<file path="src/rtl/multicycle_control.sv">
// Multicycle processor control unit: a two-process FSM that sequences
// fetch, decode, execute, memory and write-back. It drives the datapath
// strobes and tracks how many instructions have retired.
module multicycle_control (
  input  logic        clk,
  input  logic        reset,
  input  logic [5:0]  opcode_i,
  input  logic        zero_i,
  input  logic        mem_ready_i,
  output logic        pc_write_o,
  output logic        ir_write_o,
  output logic        mem_read_o,
  output logic        mem_write_o,
  output logic        reg_write_o,
  output logic [1:0]  pc_src_o,
  output logic [1:0]  wb_sel_o,
  output logic [3:0]  alu_op_o,
  output logic        illegal_op_o,
  output logic        instr_done_o,
  output logic [15:0] retired_count_o,
  output logic [2:0]  state_o
);

  typedef enum logic [2:0] {
    S_FETCH  = 3'd0,
    S_DECODE = 3'd1,
    S_EXEC   = 3'd2,
    S_MEM    = 3'd3,
    S_WB     = 3'd4,
    S_TRAP   = 3'd7
  } state_t;

  // Instruction classes latched in DECODE; they double as the ALU op code.
  localparam logic [3:0] C_RTYPE = 4'b1111;
  localparam logic [3:0] C_ADDI  = 4'b0000;
  localparam logic [3:0] C_ORI   = 4'b0001;
  localparam logic [3:0] C_LUI   = 4'b0010;
  localparam logic [3:0] C_ANDI  = 4'b0011;
  localparam logic [3:0] C_LW    = 4'b0100;
  localparam logic [3:0] C_SW    = 4'b0101;
  localparam logic [3:0] C_BEQ   = 4'b0110;
  localparam logic [3:0] C_BNE   = 4'b0111;
  localparam logic [3:0] C_J     = 4'b1000;
  localparam logic [3:0] C_JAL   = 4'b1001;

  localparam logic [1:0] PC_PLUS4  = 2'b00;
  localparam logic [1:0] PC_BRANCH = 2'b01;
  localparam logic [1:0] PC_JUMP   = 2'b10;

  localparam logic [1:0] WB_ALU  = 2'b00;
  localparam logic [1:0] WB_MEM  = 2'b01;
  localparam logic [1:0] WB_LINK = 2'b10;

  state_t      state_q, state_d;
  logic [3:0]  cls_q, cls_d;
  logic [1:0]  wb_sel_q, wb_sel_d;
  logic        illegal_q, illegal_d;
  logic [15:0] retired_q, retired_d;
  logic [4:0]  dec;

  // Maps an opcode to {supported, class}; an unsupported opcode yields 0 in bit 4.
  function automatic logic [4:0] decode_op(input logic [5:0] op);
    logic [4:0] r;
    r = 5'b0_0000;
    case (op)
      6'b000000: r = {1'b1, C_RTYPE};
      6'b001000: r = {1'b1, C_ADDI};
      6'b001101: r = {1'b1, C_ORI};
      6'b001111: r = {1'b1, C_LUI};
      6'b001100: r = {1'b1, C_ANDI};
      6'b100011: r = {1'b1, C_LW};
      6'b101011: r = {1'b1, C_SW};
      6'b000100: r = {1'b1, C_BEQ};
      6'b000101: r = {1'b1, C_BNE};
      6'b000010: r = {1'b1, C_J};
      6'b000011: r = {1'b1, C_JAL};
      default:   r = 5'b0_0000;
    endcase
    return r;
  endfunction

  // Next-state, datapath strobes and retirement pulse for the current state.
  always_comb begin
    state_d      = state_q;
    cls_d        = cls_q;
    wb_sel_d     = wb_sel_q;
    illegal_d    = illegal_q;
    pc_write_o   = 1'b0;
    ir_write_o   = 1'b0;
    mem_read_o   = 1'b0;
    mem_write_o  = 1'b0;
    reg_write_o  = 1'b0;
    pc_src_o     = PC_PLUS4;
    alu_op_o     = 4'b0000;
    dec          = decode_op(opcode_i);

    case (state_q)
      S_FETCH: begin
        mem_read_o = 1'b1;
        if (mem_ready_i) begin
          ir_write_o = 1'b1;
          pc_write_o = 1'b1;
          state_d    = S_DECODE;
        end
      end
      S_DECODE: begin
        if (dec[4]) begin
          cls_d   = dec[3:0];
          state_d = S_EXEC;
        end else begin
          illegal_d = 1'b1;
          state_d   = S_TRAP;
        end
      end
      S_EXEC: begin
        alu_op_o = cls_q;
        case (cls_q)
          C_RTYPE, C_ADDI, C_ORI, C_LUI, C_ANDI: begin
            wb_sel_d = WB_ALU;
            state_d  = S_WB;
          end
          C_LW, C_SW: state_d = S_MEM;
          C_BEQ, C_BNE: begin
            // bne takes the branch on the inverted zero condition.
            if (zero_i ^ (cls_q == C_BNE)) begin
              pc_write_o = 1'b1;
              pc_src_o   = PC_BRANCH;
            end
            state_d = S_FETCH;
          end
          C_J: begin
            pc_write_o = 1'b1;
            pc_src_o   = PC_JUMP;
            state_d    = S_FETCH;
          end
          C_JAL: begin
            pc_write_o = 1'b1;
            pc_src_o   = PC_JUMP;
            wb_sel_d   = WB_LINK;
            state_d    = S_WB;
          end
          default: begin
            illegal_d = 1'b1;
            state_d   = S_TRAP;
          end
        endcase
      end
      S_MEM: begin
        if (cls_q == C_SW) mem_write_o = 1'b1;
        else               mem_read_o  = 1'b1;
        if (mem_ready_i) begin
          if (cls_q == C_SW) begin
            state_d = S_FETCH;
          end else begin
            wb_sel_d = WB_MEM;
            state_d  = S_WB;
          end
        end
      end
      S_WB: begin
        reg_write_o = 1'b1;
        state_d     = S_FETCH;
      end
      S_TRAP: state_d = S_TRAP;
      default: state_d = S_FETCH;
    endcase

    // A reset cycle abandons the instruction, so it never counts as a retirement.
    instr_done_o = !reset && (state_d == S_FETCH) &&
                   ((state_q == S_EXEC) || (state_q == S_MEM) || (state_q == S_WB));
    retired_d    = retired_q + {15'd0, instr_done_o};
  end

  // State and bookkeeping registers with synchronous reset.
  always_ff @(posedge clk) begin
    if (reset) begin
      state_q   <= S_FETCH;
      cls_q     <= 4'b0000;
      wb_sel_q  <= WB_ALU;
      illegal_q <= 1'b0;
      retired_q <= 16'd0;
    end else begin
      state_q   <= state_d;
      cls_q     <= cls_d;
      wb_sel_q  <= wb_sel_d;
      illegal_q <= illegal_d;
      retired_q <= retired_d;
    end
  end

  assign wb_sel_o        = wb_sel_q;
  assign illegal_op_o    = illegal_q;
  assign retired_count_o = retired_q;
  assign state_o         = state_q;

endmodule

</file>
<file path="config.mk">
export PLATFORM = sky130hd
export DESIGN_NAME = multicycle_control
export DESIGN_NICKNAME = d
export VERILOG_FILES = /design/src/rtl/multicycle_control.sv
export SDC_FILE = /design/constraint.sdc
export NUM_CORES = 1
export LEC_CHECK = 0
export CORE_MARGIN = 2
export CORE_UTILIZATION = 30
export DETAILED_ROUTE_END_ITERATION = 16
export GPL_TIMING_DRIVEN = 0
export SLEW_MARGIN = 15
export SYNTH_ARGS = -nofsm -noshare
export SYNTH_HDL_FRONTEND = slang
export SYNTH_SLANG_ARGS = --single-unit
export TNS_END_PERCENT = 50
</file>
<file path="constraint.sdc">
create_clock -name clk -period 4.3 [get_ports clk]
set_input_delay 1.075 -clock clk [delete_from_list [all_inputs] [get_ports clk]]
set_output_delay 1.075 -clock clk [all_outputs]
set_load 0.05 [all_outputs]
</file>
==> results of run 1 <==
[state kept, by name, indices dropped and copies added (netlist names)]
name,count
state_o,3
wb_sel_o,2
illegal_op_o,1
cls_q,4
retired_count_o,16
[how the worst max path moves through the flow]
stage,from,slack (ps),to
3_3_place_gp,opcode_i[5],-870,instr_done_o
5_1_grt,opcode_i[5],70,instr_done_o
4_1_cts,opcode_i[5],6,instr_done_o
6_report,opcode_i[5],210,instr_done_o
2_1_floorplan,opcode_i[3],110,retired_count_o[14]
3_5_place_dp,opcode_i[5],-860,instr_done_o
[worst max-delay path: cells and delay by family]
kind,cells,cell delay [ps]
compound gates,3,910
simple gates,2,400
buf+inv,2,620
[cells by family (layout without fill, tap and decap cells)]
logic type	count (synthesis)	after routing	synth area share, %
simple gates	87	87	30.6
compound gates	30	30	14.3
flops	26	26	34.4
buf+inv	18	60	8.51
xor+xnor	16	16	9.26
fa+ha+maj	3	3	2.31
mux	1	1	0.661
[cells in the final DEF, fill, tap and decap left out, types with 5 or more instances in the layout]
master and count:
buf_6 6, nand2_1 13, clkdlybuf4s50_1 37, nor2_1 26, nor2b_1 5, and3_1 6
o21ai_0 5, nand4_1 5, xor2_1 12, dfxtp_1 26, inv_1 6, nand3_1 6
a21oi_1 6
[report_power, final]
group	internal (mW)	leakage (nW)	switching, mW	total (mW)
clock network	0.125	0.0357	0.0776	0.202
registers	0.251	0.210	0.0103	0.262
logic	0.0782	0.499	0.142	0.220
total	0.454	0.744	0.230	0.684
[metrics by stage]
| stage | cells | worst slack, ps | cell area (µm²) | hold WS (ps) | util (%) |
|---|---|---|---|---|---|
| after CTS | 290 | 5.83 | 2050 | 507 | 42.9 |
| after global routing | 290 | 66.0 | 2060 | 531 | 43.0 |
| final | 290 | 210 | 2060 | 494 | 43.0 |
| after floorplan | 181 | 109 | 1510 | 489 | - |
| after detailed placement | 286 | -864 | 1980 | 485 | 41.3 |
| after global placement | 286 | -869 | 1980 | 478 | 41.3 |
[per-layer routing]
| layer | GRT usage [%] | part of all wire, % |
|---|---|---|
| met1 | 17.9 | 51 |
| met2 | 17.8 | 44 |
| met3 | 1.61 | 4.0 |
| met4 | 3.97 | 0.90 |
| met5 | 0 | 0 |
[final cells by class]
class                           count  share of cell area (%)
Timing Repair Buffer               38                    18.3
Sequential cell                    26                    25.3
Clock buffer                        3                    2.00
Inverter                            6                    1.09
Multi-Input combinational cell    137                    42.6
Clock inverter                      1                    1.46
Tap cell                           67                    4.07
Buffer                             12                    5.16
[timing repair]
action | CTS | global route
pin swaps | 0 | 1
resized for setup | 9 | 1
endpoints found under the setup margin | 5 | 4
==> out/qor.yml, run 1 <==
run_status: "finished clean"
maxCapViolCount: 0
drc: 0
ys_types: 44
clock-sinks: 26
r2r_cells: 12
clock_skew_ps: 4.40
synth.top_cell.area_share_pct: 34.4
seqCellArea_um2: 520
worstPathArrival_ps: 3020
grtUsageTotal_pct: 12.0
clock_latency_ps: 270
crit_chain: "clkdlybuf4s50_1 -> or2_0 -> a2111oi_2 -> nor3_1 -> a2111oi_2 -> a22o_1 -> buf_4"
max_slew_margin_pct: 62.8
startpoint_type: "primary input"
area_growth_pct: 36.0
htree_levels: 1
ant_nets: 0
drt_iter0_drc: 76
num_rows: 25
fin_crit_ps: 4090
place.gp.congestion: 0.759
worst_slew_pin_slew_ps: 553
dieArea_mm2: 0.00563
cts-root-buf: "clkbuf_8"
first_pass_iters: 4
p_leak_nw: 0.744
cpMostUsedCell: "a2111oi_2"
layout-drive-gt1-share_pct: 8.52
synth_ff_type: "dfxtp_1"
tns_ps: 0
ys_seq_area_share_pct: 34.4
vias: 1390
syn_inst: 181
synth_area_mm2: 0.00151
peakVddDrop_mv: 0.143
grt_pass1_wl_um: 5380
grt_max_degree: 16
totalPowerFinal_uw: 684
min_from: "wb_sel_o[0]"
final_nets: 236
hold-path-endpoint: "wb_sel_o[0]"
powerDensity_mw_per_mm2: 332
io_buffers: 38
cts_setup_buffers: 0
r2r_start: "cls_q[3]"
max_stage_delay_ps: 420
routedWlPerCell_um: 11.8
antenna_found_initial: 0
die_width_um: 75.0
coreArea_mm2: 0.00479
synth-seq-cells: 26
period_share_pct: 95.1
fmax_ghz: 0.244
rsz0062_at_grt: "false"
clockBufferDepth: 2
synthArstFlopShare_pct: 0
synth_area_per_cell_um2: 8.36
min_path_cells: 2
die-height_um: 75.0
synth-edff-count: 0
yosys-top-cells-count: "26 x dfxtp_1, 26 x nor2_1, 13 x nand2_1"
critPathKind: "primary input to output pin"
clkTransAtPathRegs_ps: 90
postCtsHoldBufs: 0
cp-end-kind: "output pin"
grt_pass1_vias: 1178
ff2ff_setup_slack_ps: 1000
drt-total-wl_um: 3430
cts_buffers: 3
multi_input_area_um2: 877
required_ps: 3220
vias_per_cell: 4.79
reg2reg_to: "retired_count_o[14]"
ys_warn_count: 0
start_util_pct: 31.6
io_pins: 44
hold_path_class: "flip-flop to flip-flop"
fill_cells: 482
tritoncts: "built"
hold_viol: 0
crit_path_top_delay_cell: "clkdlybuf4s50_1"
num_antenna_cells: 0
hpwl_um: 2600
syn_nets: 193
drv_slew: 0
yosys.area.top_type: "dfxtp_1"
grt-ovfl-total: 0
setup_viol: 0
ys_top_cells_by_area: "dfxtp_1 34%, xor2_1 6.9%, nor2_1 6.4%"
cp_max_fo: 3
Power figures use the tool's default switching activity.
==> run 2, diff against run 1 <==
- ABC_CLOCK_PERIOD_IN_PS: default -> 4300
- SETUP_SLACK_MARGIN: default -> 0.5
==> run 2 against run 1 <==
Net effect:
- global-route usage increased by 0.80 points
- wire length increased by 4.8%
- critical path type unchanged
- clock power decreased by 34%
- highest routed layer unchanged
- critical endpoint unchanged
- hold slack improved by 12 ps
- largest power group unchanged
- register-to-register slack improved by 110 ps
- core utilization increased by 1.5 points
==> out/qor.yml, run 2 (synthesis results as in run 1) <==
drt_iter0_drc: 27  # -64%
met1_length_um: 1670  # -4.9%
clock-sinks: 26  # unchanged
fin_crit_ps: 3740  # -351 ps
pre_cts_slack_ps: -629  # +235 ps
switching_share_pct: 36.8  # +3.2 points
powerDensity_mw_per_mm2: 301  # -9.3%
final_common_cell: "clkdlybuf4s50_1"
worst_slew_pin_slew_ps: 493  # -59.7 ps
peakVddDrop_mv: 0.155  # +8.3%
clockBufferDepth: 2  # unchanged
reg2reg_to: "retired_count_o[14]"
tns_ps: 0  # unchanged
p_sw_uw: 236  # +2.7%
startpoint_type: "primary input"
run_status: "finished clean"
cp-end-kind: "output pin"
num_antenna_cells: 0  # unchanged
r2r_cells: 13  # +1
grt-ovfl-total: 0  # unchanged
coreArea_mm2: 0.00479  # unchanged
num_rows: 25  # unchanged
htree_levels: 1  # unchanged
area_growth_pct: 40.7
hold_path_class: "flip-flop to flip-flop"
cts_buffers: 3  # unchanged
max_slew_margin_pct: 66.7  # +3.8 points
setup_viol: 0  # unchanged
period_share_pct: 86.9  # -8.2 points
p_comb_share_pct: 38.1  # +5.9 points
final_cells: 292  # +0.69%
maxCapViolCount: 0  # unchanged
hold-path-endpoint: "wb_sel_o[0]"
worstPathArrival_ps: 2660  # -360 ps
grt_max_degree: 14  # -2
ff2ff_setup_slack_ps: 1110  # +110 ps
grt_pass1_wl_um: 5580  # +3.9%
die-height_um: 75.0  # unchanged
hpwl_um: 2660  # +2.4%
min_path_cells: 2  # unchanged
fill_cells: 488  # +1.2%
dieArea_mm2: 0.00563  # unchanged
place.gp.congestion: 0.764  # +0.73%
seqPwrFrac_pct: 41.1  # +2.9 points
layout-drive-gt1-share_pct: 12.0  # +3.5 points
vias_per_cell: 4.66  # -2.8%
fin_ws_ps: 561  # +351 ps
die_width_um: 75.0  # unchanged
cp_max_fo: 10  # +7
drt-total-wl_um: 3600  # +4.8%
postCtsHoldBufs: 0  # unchanged
routed.top_layer: "met4"
hold_ws_ps: 506  # +12.3 ps
p_clk_share_pct: 20.7  # -8.9 points
start_util_pct: 31.6  # unchanged
first_pass_iters: 4  # unchanged
routedWlPerCell_um: 12.3  # +4.1%
crit_start: "opcode_i[5]"
required_ps: 3220  # about the same
final_cell_mix: "33 x clkdlybuf4s50_1, 26 x nor2_1, 26 x dfxtp_1, 13 x nand2_1, 12 x xor2_1"
io_pins: 44  # unchanged
totalPowerFinal_uw: 641  # -6.2%
fmax_ghz: 0.267  # +9.4%
grt_pass1_vias: 1219  # +3.5%
clock_skew_ps: 4.01  # -0.382 ps
drc: 0  # unchanged
antenna_found_initial: 0  # unchanged
p_int_uw: 406  # -11%
clock_latency_ps: 260  # about the same
p_leak_nw: 0.777  # +4.4%
ant_nets: 0  # unchanged
largest_reg_flops: 16  # unchanged
drv_slew: 0  # unchanged
tritoncts: "built"
wl_met2_um: 1750  # +16%
min_from: "wb_sel_o[0]"
dp_cells: 286  # unchanged
io_buffers: 38  # unchanged
critPathKind: "primary input to output pin"
grtUsageTotal_pct: 12.8  # +0.80 points
vias: 1360  # -2.2%
clkTransAtPathRegs_ps: 80  # about the same
met3_wirelength_um: 136  # unchanged
final_nets: 239  # +1.3%
rsz0062_at_grt: "true"
r2r_start: "cls_q[3]"
hold_viol: 0  # unchanged
cts-root-buf: "clkbuf_8"
run 2: cell types whose count changed in the layout (fill, tap and decap cells not counted), sizes merged:
| cell | delta |
|---|---|
| bufinv | -1 |
| dlymetal6s2s | +2 |
| clkdlybuf4s50 | -4 |
| buf | +4 |
| dlygate4sd2 | +1 |
run 2: per-stage QoR:
step / util (%) / instance area (µm²)
final: 44.5 / 2130
after global routing: 44.5 / 2130
after CTS: 43.3 / 2070
after detailed placement: 41.8 / 2000
after global placement: 41.8 / 2000
after floorplan: - / 1540
run 2: cell type report:
type / instances / area (µm²) / area share (%)
inverter: 6 / 22.5 / 1.06
timing repair buffer: 41 / 407 / 19.1
tap: 67 / 83.8 / 3.94
sequential: 26 / 520 / 24.4
buffer: 12 / 109 / 5.11
clock buffer: 3 / 41.3 / 1.94
multi-input combinational: 137 / 946 / 44.4
run 2: worst max-delay path, stage by stage:
cell and delay, ps:
dlymetal6s2s_1 120, buf_8 150, nand2_1 110, a2111oi_4 410
nor3_4 100, a2111oi_4 310, a22o_2 230, buf_8 150
run 2: layer usage:
layer | up-vias | GRT usage [%]
li1 | 724 | -
met5 | - | 0
met4 | 0 | 4.17
met3 | 2 | 2.28
met1 | 603 | 16.5
met2 | 31 | 21.7
run 2: worst max path at each step:
stage | to | cells past startpoint
final | instr_done_o | 8
after global routing | mem_write_o | 4
after CTS | instr_done_o | 7
after detailed placement | instr_done_o | 8
after global placement | instr_done_o | 8
after floorplan | retired_count_o[14] | 13
run 2: what timing repair did:
| action | 4_1_cts | 5_1_grt |
|---|---|---|
| gates cloned | 0 | 0 |
| gates resized for setup | 12 | 13 |
| buffers inserted | 3 | 0 |
| hold endpoints to repair | 0 | 0 |
| pin swaps | 4 | 4 |
| endpoints found under the setup margin | 7 | 8 |
run 2: power by group through the flow:
stage / Sequential, mW / Combinational, mW / Clock [mW]
final: 0.264 / 0.244 / 0.133
after global routing: 0.266 / 0.262 / 0.149
after CTS: 0.264 / 0.233 / 0.137
after detailed placement: 0.269 / 0.223 / 0
after global placement: 0.270 / 0.223 / 0
after floorplan: 0.300 / 0.124 / 0
